`src/rtl/ram_writer_pkg.sv`:
```
// rtl/ram_writer_pkg.sv - shared types, widths and default-table function for ram_writer
package ram_writer_pkg;

    localparam int NBITS_ADDR = 2;
    localparam int NBITS_DATA = 4;

    typedef enum logic [1:0] {
        ST_INIT    = 2'd0,
        ST_IDLE    = 2'd1,
        ST_RECOVER = 2'd2
    } state_t;

    // Default table entry i is 3*(i+1), truncated to the word width
    function automatic logic [NBITS_DATA-1:0] default_word(input logic [31:0] i);
        logic [31:0] v;
        v = 32'd3 * (i + 32'd1);
        return v[NBITS_DATA-1:0];
    endfunction

endpackage

```
`src/rtl/ram_writer.sv`:
```
// rtl/ram_writer.sv - self-loading writable lookup table with handshake write port and registered read
module ram_writer
    import ram_writer_pkg::*;
#(
    parameter int NWORDS     = 4,
    parameter int NBITS_ADDR = ram_writer_pkg::NBITS_ADDR,
    parameter int NBITS_DATA = ram_writer_pkg::NBITS_DATA,
    parameter int NBITS_CNT  = 8
) (
    input  logic                  clk_2,
    input  logic                  reset_n,
    input  logic                  wr_valid,
    input  logic [NBITS_ADDR-1:0] wr_addr,
    input  logic [NBITS_DATA-1:0] wr_data,
    output logic                  wr_ready,
    input  logic [NBITS_ADDR-1:0] rd_addr,
    output logic [NBITS_DATA-1:0] rd_data,
    output logic                  init_busy,
    output logic [NBITS_CNT-1:0]  wr_count
);

    // init_ptr carries one extra bit so it can count past the last word
    localparam logic [NBITS_ADDR:0] LAST_PTR = (NBITS_ADDR+1)'(NWORDS - 1);

    state_t                r_state;
    state_t                w_state_next;
    logic [NBITS_ADDR:0]   r_init_ptr;
    logic [NBITS_DATA-1:0] r_mem [NWORDS];
    logic [NBITS_DATA-1:0] r_rd_data;
    logic [NBITS_CNT-1:0]  r_wr_count;
    logic                  w_init_we;
    logic                  w_host_we;
    logic                  w_wr_ready;
    logic                  w_init_busy;

    // State register
    always_ff @(posedge clk_2 or negedge reset_n) begin
        if (!reset_n) begin
            r_state <= ST_INIT;
        end else begin
            r_state <= w_state_next;
        end
    end

    // Next-state and state-decoded outputs
    always_comb begin
        w_state_next = r_state;
        w_wr_ready   = 1'b0;
        w_init_busy  = 1'b0;
        w_init_we    = 1'b0;
        w_host_we    = 1'b0;
        case (r_state)
            ST_INIT: begin
                w_init_busy = 1'b1;
                w_init_we   = 1'b1;
                if (r_init_ptr == LAST_PTR) begin
                    w_state_next = ST_IDLE;
                end
            end
            ST_IDLE: begin
                w_wr_ready = 1'b1;
                if (wr_valid) begin
                    w_host_we    = 1'b1;
                    w_state_next = ST_RECOVER;
                end
            end
            ST_RECOVER: begin
                w_state_next = ST_IDLE;
            end
            default: begin
                w_state_next = ST_INIT;
            end
        endcase
    end

    // Load pointer walks the table once after each reset
    always_ff @(posedge clk_2 or negedge reset_n) begin
        if (!reset_n) begin
            r_init_ptr <= '0;
        end else if (w_init_we) begin
            r_init_ptr <= r_init_ptr + 1'b1;
        end
    end

    // Memory array: cleared on reset, filled by the load, then updated by host writes
    always_ff @(posedge clk_2 or negedge reset_n) begin
        if (!reset_n) begin
            for (int i = 0; i < NWORDS; i++) begin
                r_mem[i] <= '0;
            end
        end else if (w_init_we) begin
            r_mem[r_init_ptr[NBITS_ADDR-1:0]] <= default_word(32'(r_init_ptr));
        end else if (w_host_we) begin
            r_mem[wr_addr] <= wr_data;
        end
    end

    // Registered read; sees the pre-write word when addresses collide on an edge
    always_ff @(posedge clk_2 or negedge reset_n) begin
        if (!reset_n) begin
            r_rd_data <= '0;
        end else begin
            r_rd_data <= r_mem[rd_addr];
        end
    end

    // Saturating count of accepted host writes
    always_ff @(posedge clk_2 or negedge reset_n) begin
        if (!reset_n) begin
            r_wr_count <= '0;
        end else if (w_host_we && (r_wr_count != {NBITS_CNT{1'b1}})) begin
            r_wr_count <= r_wr_count + 1'b1;
        end
    end

    assign wr_ready  = w_wr_ready;
    assign init_busy = w_init_busy;
    assign rd_data   = r_rd_data;
    assign wr_count  = r_wr_count;

endmodule
```
`config.mk`:
```
export PLATFORM = sky130hd
export DESIGN_NAME = ram_writer
export DESIGN_NICKNAME = d
export VERILOG_FILES = /design/src/rtl/ram_writer_pkg.sv /design/src/rtl/ram_writer.sv
export SDC_FILE = /design/constraint.sdc
export NUM_CORES = 1
export LEC_CHECK = 0
export ABC_CLOCK_PERIOD_IN_PS = 2400
export CAP_MARGIN = 20
export CORE_MARGIN = 10
export CORE_UTILIZATION = 35
export CTS_CLUSTER_DIAMETER = 50
export CTS_CLUSTER_SIZE = 10
export DETAILED_ROUTE_END_ITERATION = 8
export GPL_TIMING_DRIVEN = 0
export HOLD_SLACK_MARGIN = 0.12
export RECOVER_POWER = 25
export SLEW_MARGIN = 10
export SYNTH_ARGS = -nofsm -noshare
export SYNTH_HDL_FRONTEND = slang
export SYNTH_SLANG_ARGS = --single-unit
```
`constraint.sdc`:
```
create_clock -name clk_2 -period 2.4 [get_ports clk_2]
set_input_delay 0.48 -clock clk_2 [delete_from_list [all_inputs] [get_ports clk_2]]
set_output_delay 0.48 -clock clk_2 [all_outputs]
set_load 0.1 [all_outputs]
```
# Word-level counts from Yosys, hierarchy flattened
# Cells that the tools add are included.
[totals]
reg_bits = 33
elab_cells = 50
[op_classes]
n_addsub = 3
mul = 1
n_lt_le_gt_ge = 5
n_eq_ne = 6
n_mux = 18
bitwise = 3
reduce_logical = 6
[ops]
columns = ["operator", "count"]
rows = [
  ["bitwise mux 16 bit", 2],
  ["two-way mux 16 bit", 2],
  ["demux 4 bit (select 2 bit)", 2],
  ["two-way mux 4 bit", 4],
  ["greater-or-equal comparator 3 bit (second input constant)", 3],
  ["inverter 2 -> 3 bit", 3],
  ["adder 8 x 1 -> 8 bit (second input constant)", 1],
  ["binary-select mux 4 bit (select 2 bit)", 1],
  ["!= test 8 bit (second input constant)", 1],
  ["< comparator 3 x 1 -> 1 bit (second input constant)", 2],
  ["one-hot mux 2 bit (3 select lines)", 1],
  ["adder 3 x 1 -> 4 bit (second input constant)", 1],
  ["multiplier 2 x 4 -> 4 bit (first input constant)", 1],
  ["two-way mux 1 bit", 4],
  ["two-way mux 2 bit", 2],
  ["!= test 2 bit (second input constant)", 2],
  ["adder 3 x 1 -> 3 bit (second input constant)", 1],
  ["== test 3 x 2 -> 1 bit (second input constant)", 1],
  ["logical AND 1 bit", 3],
  ["== test 2 x 1 -> 1 bit (second input constant)", 1],
  ["== test 2 bit (second input constant)", 1],
  ["logical NOT 2 bit", 1],
  ["AND reduction 2 bit", 1],
  ["nonzero test 2 bit", 1],
]

# Longest topological paths before layout
# Gate-level depths: netlist of run 1.
[logic_depth]
word_depth = 8
ltp_mapped = 7
ltp_nobuf = 7

# Least setup slack after synthesis of run 1
# OpenSTA, ideal clock, no wires.
[synth_path]
kind = "register to output"
from = "register r_state[0]"
to = "output wr_ready"
arrival_ps = 1781
required_time_ps = 1920
setup_slack_ps = 139
stages_incl_launch_ff = 2
cell_sequence = "dfrtp_1 nor2b_1"
[synth_between]
elab_chain_len = 2
[synth_rtl]
columns = ["element", "line_no", "rtl"]
rows = [
  ["start: declaration", "ram_writer.sv:25", "state_t r_state;"],
  ["start signal: assignment", "ram_writer.sv:41", "r_state <= w_state_next;"],
  ["== test 2 x 1 -> 1 bit", "ram_writer.sv:52", "case (r_state)"],
  ["two-way mux 1 bit", "ram_writer.sv:52", ""],
  ["end: declaration", "ram_writer.sv:15", "output logic wr_ready,"],
]
# No other way between the ends.

# Worst setup path after layout of run 1
[layout_path]
from = "register r_wr_count[1] (netlist: wr_count[1])"
to = "output wr_count[1]"
[layout_lines]
columns = ["element", "line_no", "rtl"]
rows = [
  ["start: declaration", "ram_writer.sv:30", "logic [NBITS_CNT-1:0] r_wr_count;"],
  ["start signal: assignment", "ram_writer.sv:112", "r_wr_count <= r_wr_count + 1'b1;"],
  ["end: declaration", "ram_writer.sv:19", "output logic [NBITS_CNT-1:0] wr_count"],
]
# No word-level cell between the ends.

==> reports/metrics.cfg, run 1 <==
[critical_path]
crit_required_ns = 1.92
path_cells = clkdlybuf4s50_1
endpoint = wr_count[1]
critPathMaxStageDelay_ns = 1.16
cp.depth = 1
path_max_fanout = 5
worst-path-buf-inv = 1
r2r-end = r_mem[3]
crit_type = reg -> out
r2r_start = r_init_ptr[1]
crit_family = buffers and inverters
crit_path_start = wr_count[1]
start_kind = flop
reg2reg_slack_ns = 0.36
crit_arrival_ns = 1.84
crit_slowest_cell = clkdlybuf4s50_1
cp-end-kind = primary output
rr_worst_depth = 7

[finish]
drive_gt1_share_pct = 14.2
antenna_cells = 0
multiInputGateArea_um2 = 835
regArea_um2 = 826
syn2layout_area_growth_pct = 24.0
num-fill-cells = 437
nNetsFinal = 201

[logic_synthesis]
synthFlopType = dfrtp_1
ys_seq_elements = 33
async_flop_share_pct = 100
ys_warn_count = 0
synth_commonest_cells = dfrtp_1 (33), nand2_1 (20), nor2_1 (10)
synthTopCellsByArea = dfrtp_1 (48%), ha_1 (5.9%), mux4_2 (5.3%)
syn_inst = 151
netlist-cell-type-count = 32
yosysTopAreaCell = dfrtp_1
synthesis.nets = 170
syn_avg_cell_area_um2 = 11.3
synth_top_area_share_pct = 48.5
synth_most_common_cell = dfrtp_1
yosysSeqAreaShare_pct = 48.5
syn_area_um2 = 1700
synth-edff-count = 0

[routing]
drt_iter0_markers = 83
remaining_drc_errors = 0
vias_per_cell = 5.00
wirelength_um = 3730
route.detailed.wl_per_inst_um = 14.9
drt_first_pass_iters = 4
num_vias = 1250
antenna_left = 0

[floorplan]
dieArea_um2 = 8060
die_y_um = 89.8
fp-row-count = 25
start_util_pct = 36.1
die_x_um = 89.8
boundaryPins = 25
core_area_um2 = 4720

[cts]
cts_root_buf = clkbuf_8
clk_transition_reported_paths_ns = 0.07
cts_sinks = 33
cts_tree = yes
cts_buffers = 5
cts_buffer_depth = 2
clk_latency_ns = 0.29
htreeDepth = 2
postCtsHoldBufs = 0

[timing]
period_needed_ns = 2.32
fin_worst_skew_ns = 0.00874
layout_setup_ws_ns = 0.0754
finalSetupViolations = 0
hold_violations = 0
fmax_ghz = 0.430
slew_violations = 34
worst_pin_slew_ns = 1.72
rsz0062_at_grt = no
slew_headroom_pct = -14.5
period_share_pct = 96.9

[global_routing]
grt_use_total_pct = 9.63
grt_overflow = 0
antenna_found_initial = 0
grt_max_degree = 34
first_global_vias = 1281
grt_pass1_wl_um = 6420

[placed_design]
gp_congestion = 0.771
dp_hpwl_um = 2860
pre_cts_ws_ns = -0.162
port_buffers = 24

[status]
status = finished, violations left
failed_checks = capacitance limit, slew limit

[hold_path]
worstHoldPathType = reg -> reg

[job]
drv_cap = 1

cells in the final DEF, fill, tap and decap left out, drive strengths merged:
| master | count |
|---|---|
| xnor2 | 6 |
| inv | 5 |
| nand2b | 1 |
| a21oi | 9 |
| nand4 | 4 |
| and3 | 4 |
| clkdlybuf4s50 | 14 |
| nand3b | 4 |
| clkbuf | 6 |
| mux2i | 4 |
| clkinv | 2 |
| nor3b | 2 |
| nor3 | 1 |
| clkdlybuf4s18 | 1 |
| nor2b | 1 |
| clkinvlp | 1 |
| mux4 | 4 |
| o31a | 1 |
| dlygate4sd2 | 4 |
| nand3 | 9 |
| a221o | 5 |
| or3 | 1 |
| nand2 | 20 |
| or2 | 1 |
| o21ai | 4 |
| o211ai | 5 |
| ha | 8 |
| dfrtp | 33 |
| nor2 | 10 |
| dlymetal6s2s | 4 |
| mux2 | 5 |
| o21a | 1 |
| buf | 3 |
through the flow:
step / util [%] / area (um2) / hold WS (ns) / instances / TNS [ns]
after floorplan: - / 1700 / 0.184 / 151 / 0
after global placement: 42.9 / 2030 / 0.479 / 242 / -0.170
after detailed placement: 42.8 / 2020 / 0.497 / 242 / -0.162
after CTS: 44.6 / 2100 / 0.275 / 250 / 0
after global routing: 44.7 / 2110 / 0.538 / 250 / 0
final: 44.7 / 2110 / 0.520 / 250 / 0
per-layer routing:
| layer | vias up | track usage (%) | wire length (um) |
|---|---|---|---|
| met5 | - | 0 | 0 |
| met1 | 604 | 11.5 | 1660 |
| met2 | 34 | 15.5 | 1790 |
| li1 | 606 | - | - |
| met4 | 0 | 3.77 | 60 |
| met3 | 6 | 3.24 | 209 |
flip-flops by register name (all words and copies together) (netlist names):
register    cells
r_state         2
wr_count        8
r_mem          16
rd_data         4
r_init_ptr      3
final cells by class:
| type | count | share of cell area (%) |
|---|---|---|
| Buffer | 3 | 1.01 |
| Clock buffer | 5 | 3.26 |
| Clock inverter | 3 | 0.829 |
| Inverter | 5 | 1.01 |
| Multi-Input combinational cell | 110 | 39.5 |
| Sequential cell | 33 | 39.1 |
| Tap cell | 67 | 3.97 |
| Timing Repair Buffer | 24 | 11.3 |
worst min path at each step:
stage	startpoint	endpoint	slack (ns)	cells past startpoint
CTS	reset_n	r_mem[9]	0.28	1
global placement	r_mem[12]	r_mem[12]	0.48	2
detailed placement	r_mem[4]	r_mem[4]	0.50	2
floorplan	reset_n	r_init_ptr[0]	0.18	0
finish	r_mem[12]	r_mem[12]	0.52	2
global route	r_mem[12]	r_mem[12]	0.54	2
cell families after synthesis:
logic type                 after synthesis  share of synthesized area (%)
buffers and inverters                    8                           2.50
and+or+nand+nor                         58                           19.0
DFF                                     33                           48.5
xor gates and xnor gates                 6                           3.09
AOI/OAI and AO/OA                       25                           10.1
muxes                                   13                           10.9
adders and majority gates                8                           5.88
timing repair:
item / CTS / global route
endpoints found under the setup margin: 5 / 5
buffers inserted: 0 / 0
gates resized for setup: 7 / 5
Power of run 1 is not shown: default switching activity piles up to over one toggle a cycle in this logic, so the estimate is an artifact.
==> run 2: changes to the inputs <==
--- a/config.mk
+++ b/config.mk
@@ -14,6 +14,7 @@
 export DETAILED_ROUTE_END_ITERATION = 8
 export GPL_TIMING_DRIVEN = 0
 export HOLD_SLACK_MARGIN = 0.12
+export PLACE_DENSITY_LB_ADDON = 0.1
 export RECOVER_POWER = 25
 export SLEW_MARGIN = 10
 export SYNTH_ARGS = -nofsm -noshare
==> run 2 against run 1 <==
Against the previous run: the run still ends with capacitance limit, slew limit left; setup slack worse by 0.025 ns; core utilization shrank 0.079 points; clock skew is essentially flat; die area is the same; routed wire length rose by 1.5%; flip-flop and latch count stayed put; maximum frequency decreased by 1.1%; worst hold slack got worse by 0.021 ns; final area is 0.18% lower; register-to-register slack lost 0.06 ns.
==> reports/metrics.cfg, run 2 (synthesis gave the netlist of run 1 again) <==
[status]
status = finished, violations left
failed_checks = capacitance limit, slew limit

[placed_design]
dp_hpwl_um = 2810  ; -1.6%
placed_area_um2 = 2020  ; unchanged
port_buffers = 24  ; unchanged
place_inst = 242  ; unchanged
pre_cts_ws_ns = -0.190  ; -0.0278 ns
gp_congestion = 0.810  ; +5.1%

[critical_path]
crit_required_ns = 1.92  ; about the same
path_cells = clkdlybuf4s50_1
cp-end-kind = primary output
critPathMaxStageDelay_ns = 1.17  ; about the same
crit_type = reg -> out
path_max_fanout = 5  ; unchanged
crit_arrival_ns = 1.87  ; +0.03 ns
rr_worst_depth = 7  ; unchanged
start_kind = flop
cp.depth = 1  ; unchanged
crit_slowest_cell = clkdlybuf4s50_1
crit_family = buffers and inverters
worst-path-buf-inv = 1  ; unchanged

[routing]
drt_first_pass_iters = 4  ; unchanged
remaining_drc_errors = 0  ; unchanged
vias_per_cell = 4.91  ; -1.8%
num_vias = 1228  ; -1.8%
wirelength_um = 3780  ; +1.5%
route.detailed.wl_per_inst_um = 15.1  ; +1.5%
antenna_left = 0  ; unchanged
drt_iter0_markers = 73  ; -12%

[floorplan]
die_y_um = 89.8  ; unchanged
fp-row-count = 25  ; unchanged
die_x_um = 89.8  ; unchanged
dieArea_um2 = 8060  ; unchanged
core_area_um2 = 4720  ; unchanged
start_util_pct = 36.1  ; unchanged
boundaryPins = 25  ; unchanged

[timing]
finalSetupViolations = 0  ; unchanged
hold_violations = 0  ; unchanged
fin_worst_skew_ns = 0.00824  ; -0.000494 ns
period_needed_ns = 2.35  ; +0.0247 ns
slew_headroom_pct = -18.9  ; -4.4 points
fmax_ghz = 0.426  ; -1.1%
period_share_pct = 97.9  ; +1.0 points
rsz0062_at_grt = no
layout_setup_ws_ns = 0.0507  ; -0.0247 ns
worst_pin_slew_ns = 1.78  ; +0.0664 ns
slew_violations = 34  ; unchanged

[global_routing]
first_global_vias = 1274  ; -0.55%
antenna_found_initial = 0  ; unchanged
grt_overflow = 0  ; unchanged
grt_max_degree = 34  ; unchanged
grt_use_total_pct = 9.93  ; +0.29 points
grt_pass1_wl_um = 6620  ; +3.1%

[finish]
design_area_um2 = 2110  ; -0.18%
final_cell_mix = dfrtp_1 (33), nand2_1 (20), clkdlybuf4s50_1 (15)
largest_reg_flops = 16  ; unchanged
drive_gt1_share_pct = 14.2  ; unchanged
nNetsFinal = 201  ; unchanged
max_flop_register = r_mem
antenna_cells = 0  ; unchanged
layout_commonest_cell = dfrtp_1
multiInputGateArea_um2 = 835  ; unchanged
regArea_um2 = 826  ; unchanged
fin_cells = 250  ; unchanged
num-fill-cells = 450  ; +3.0%
syn2layout_area_growth_pct = 23.8

[cts]
postCtsSetupBuffers = 0  ; unchanged
htreeDepth = 2  ; unchanged
postCtsHoldBufs = 0  ; unchanged
clk_latency_ns = 0.29  ; about the same
cts_buffers = 5  ; unchanged
cts_tree = yes
cts_buffer_depth = 2  ; unchanged
cts_root_buf = clkbuf_8
clk_transition_reported_paths_ns = 0.08  ; about the same
cts_sinks = 33  ; unchanged

[job]
drv_cap = 1  ; unchanged

[hold_path]
hold_depth = 2  ; unchanged
worstHoldPathType = reg -> reg

==> run 2: worst reg2reg max path: stages, from the launching register on <==
cell      delay, ns
dfrtp_1        0.43
ha_1           0.25
ha_1           0.34
inv_1          0.06
ha_1           0.29
a21oi_1        0.18
xnor2_1        0.26
o211ai_1       0.16
==> run 2: final timing paths <==
path	start	endpoint	slack, ns
worst max-delay path	wr_count[0]	wr_count[0]	0.05
worst min-delay path	r_mem[9]	r_mem[9]	0.50
worst max register to register	r_init_ptr[1]	r_mem[7]	0.30
worst min register to register	r_mem[9]	r_mem[9]	0.50
max in group asynchronous	reset_n	r_mem[7]	0.70
min in group asynchronous	reset_n	wr_count[5]	0.67
==> run 2: through the flow <==
| step | setup TNS [ns] | utilization [%] | hold slack, ns |
|---|---|---|---|
| after global placement | -0.172 | 42.9 | 0.480 |
| final | 0 | 44.6 | 0.499 |
| after CTS | 0 | 44.6 | 0.281 |
| after floorplan | 0 | - | 0.184 |
| after detailed placement | -0.190 | 42.8 | 0.485 |
| after global routing | 0 | 44.6 | 0.539 |
==> run 2: final cells by class <==
type / count / area share (%)
repair buffers: 24 / 11.2
well taps: 67 / 3.98
plain buffers: 3 / 1.01
inverters: 5 / 1.01
multi-input cells: 110 / 39.6
flip-flops and latches: 33 / 39.2
clock inverters: 3 / 0.831
clock buffers: 5 / 3.26
==> run 2: timing repair <==
| item | CTS | global route |
|---|---|---|
| setup endpoints to repair | 4 | 5 |
| pin swaps | 0 | 0 |
| resized for setup | 6 | 6 |
| endpoints found under the hold margin | 0 | 0 |
==> run 2: per-layer routing <==
layer / global-route usage, % / share of wire (%) / up-vias
met5: 0 / 0 / -
met4: 2.83 / 1.1 / 0
met3: 3.74 / 4.7 / 5
met2: 14.2 / 41 / 23
met1: 13.5 / 53 / 592
li1: - / - / 608
Power of run 2 is left out for the same reason.
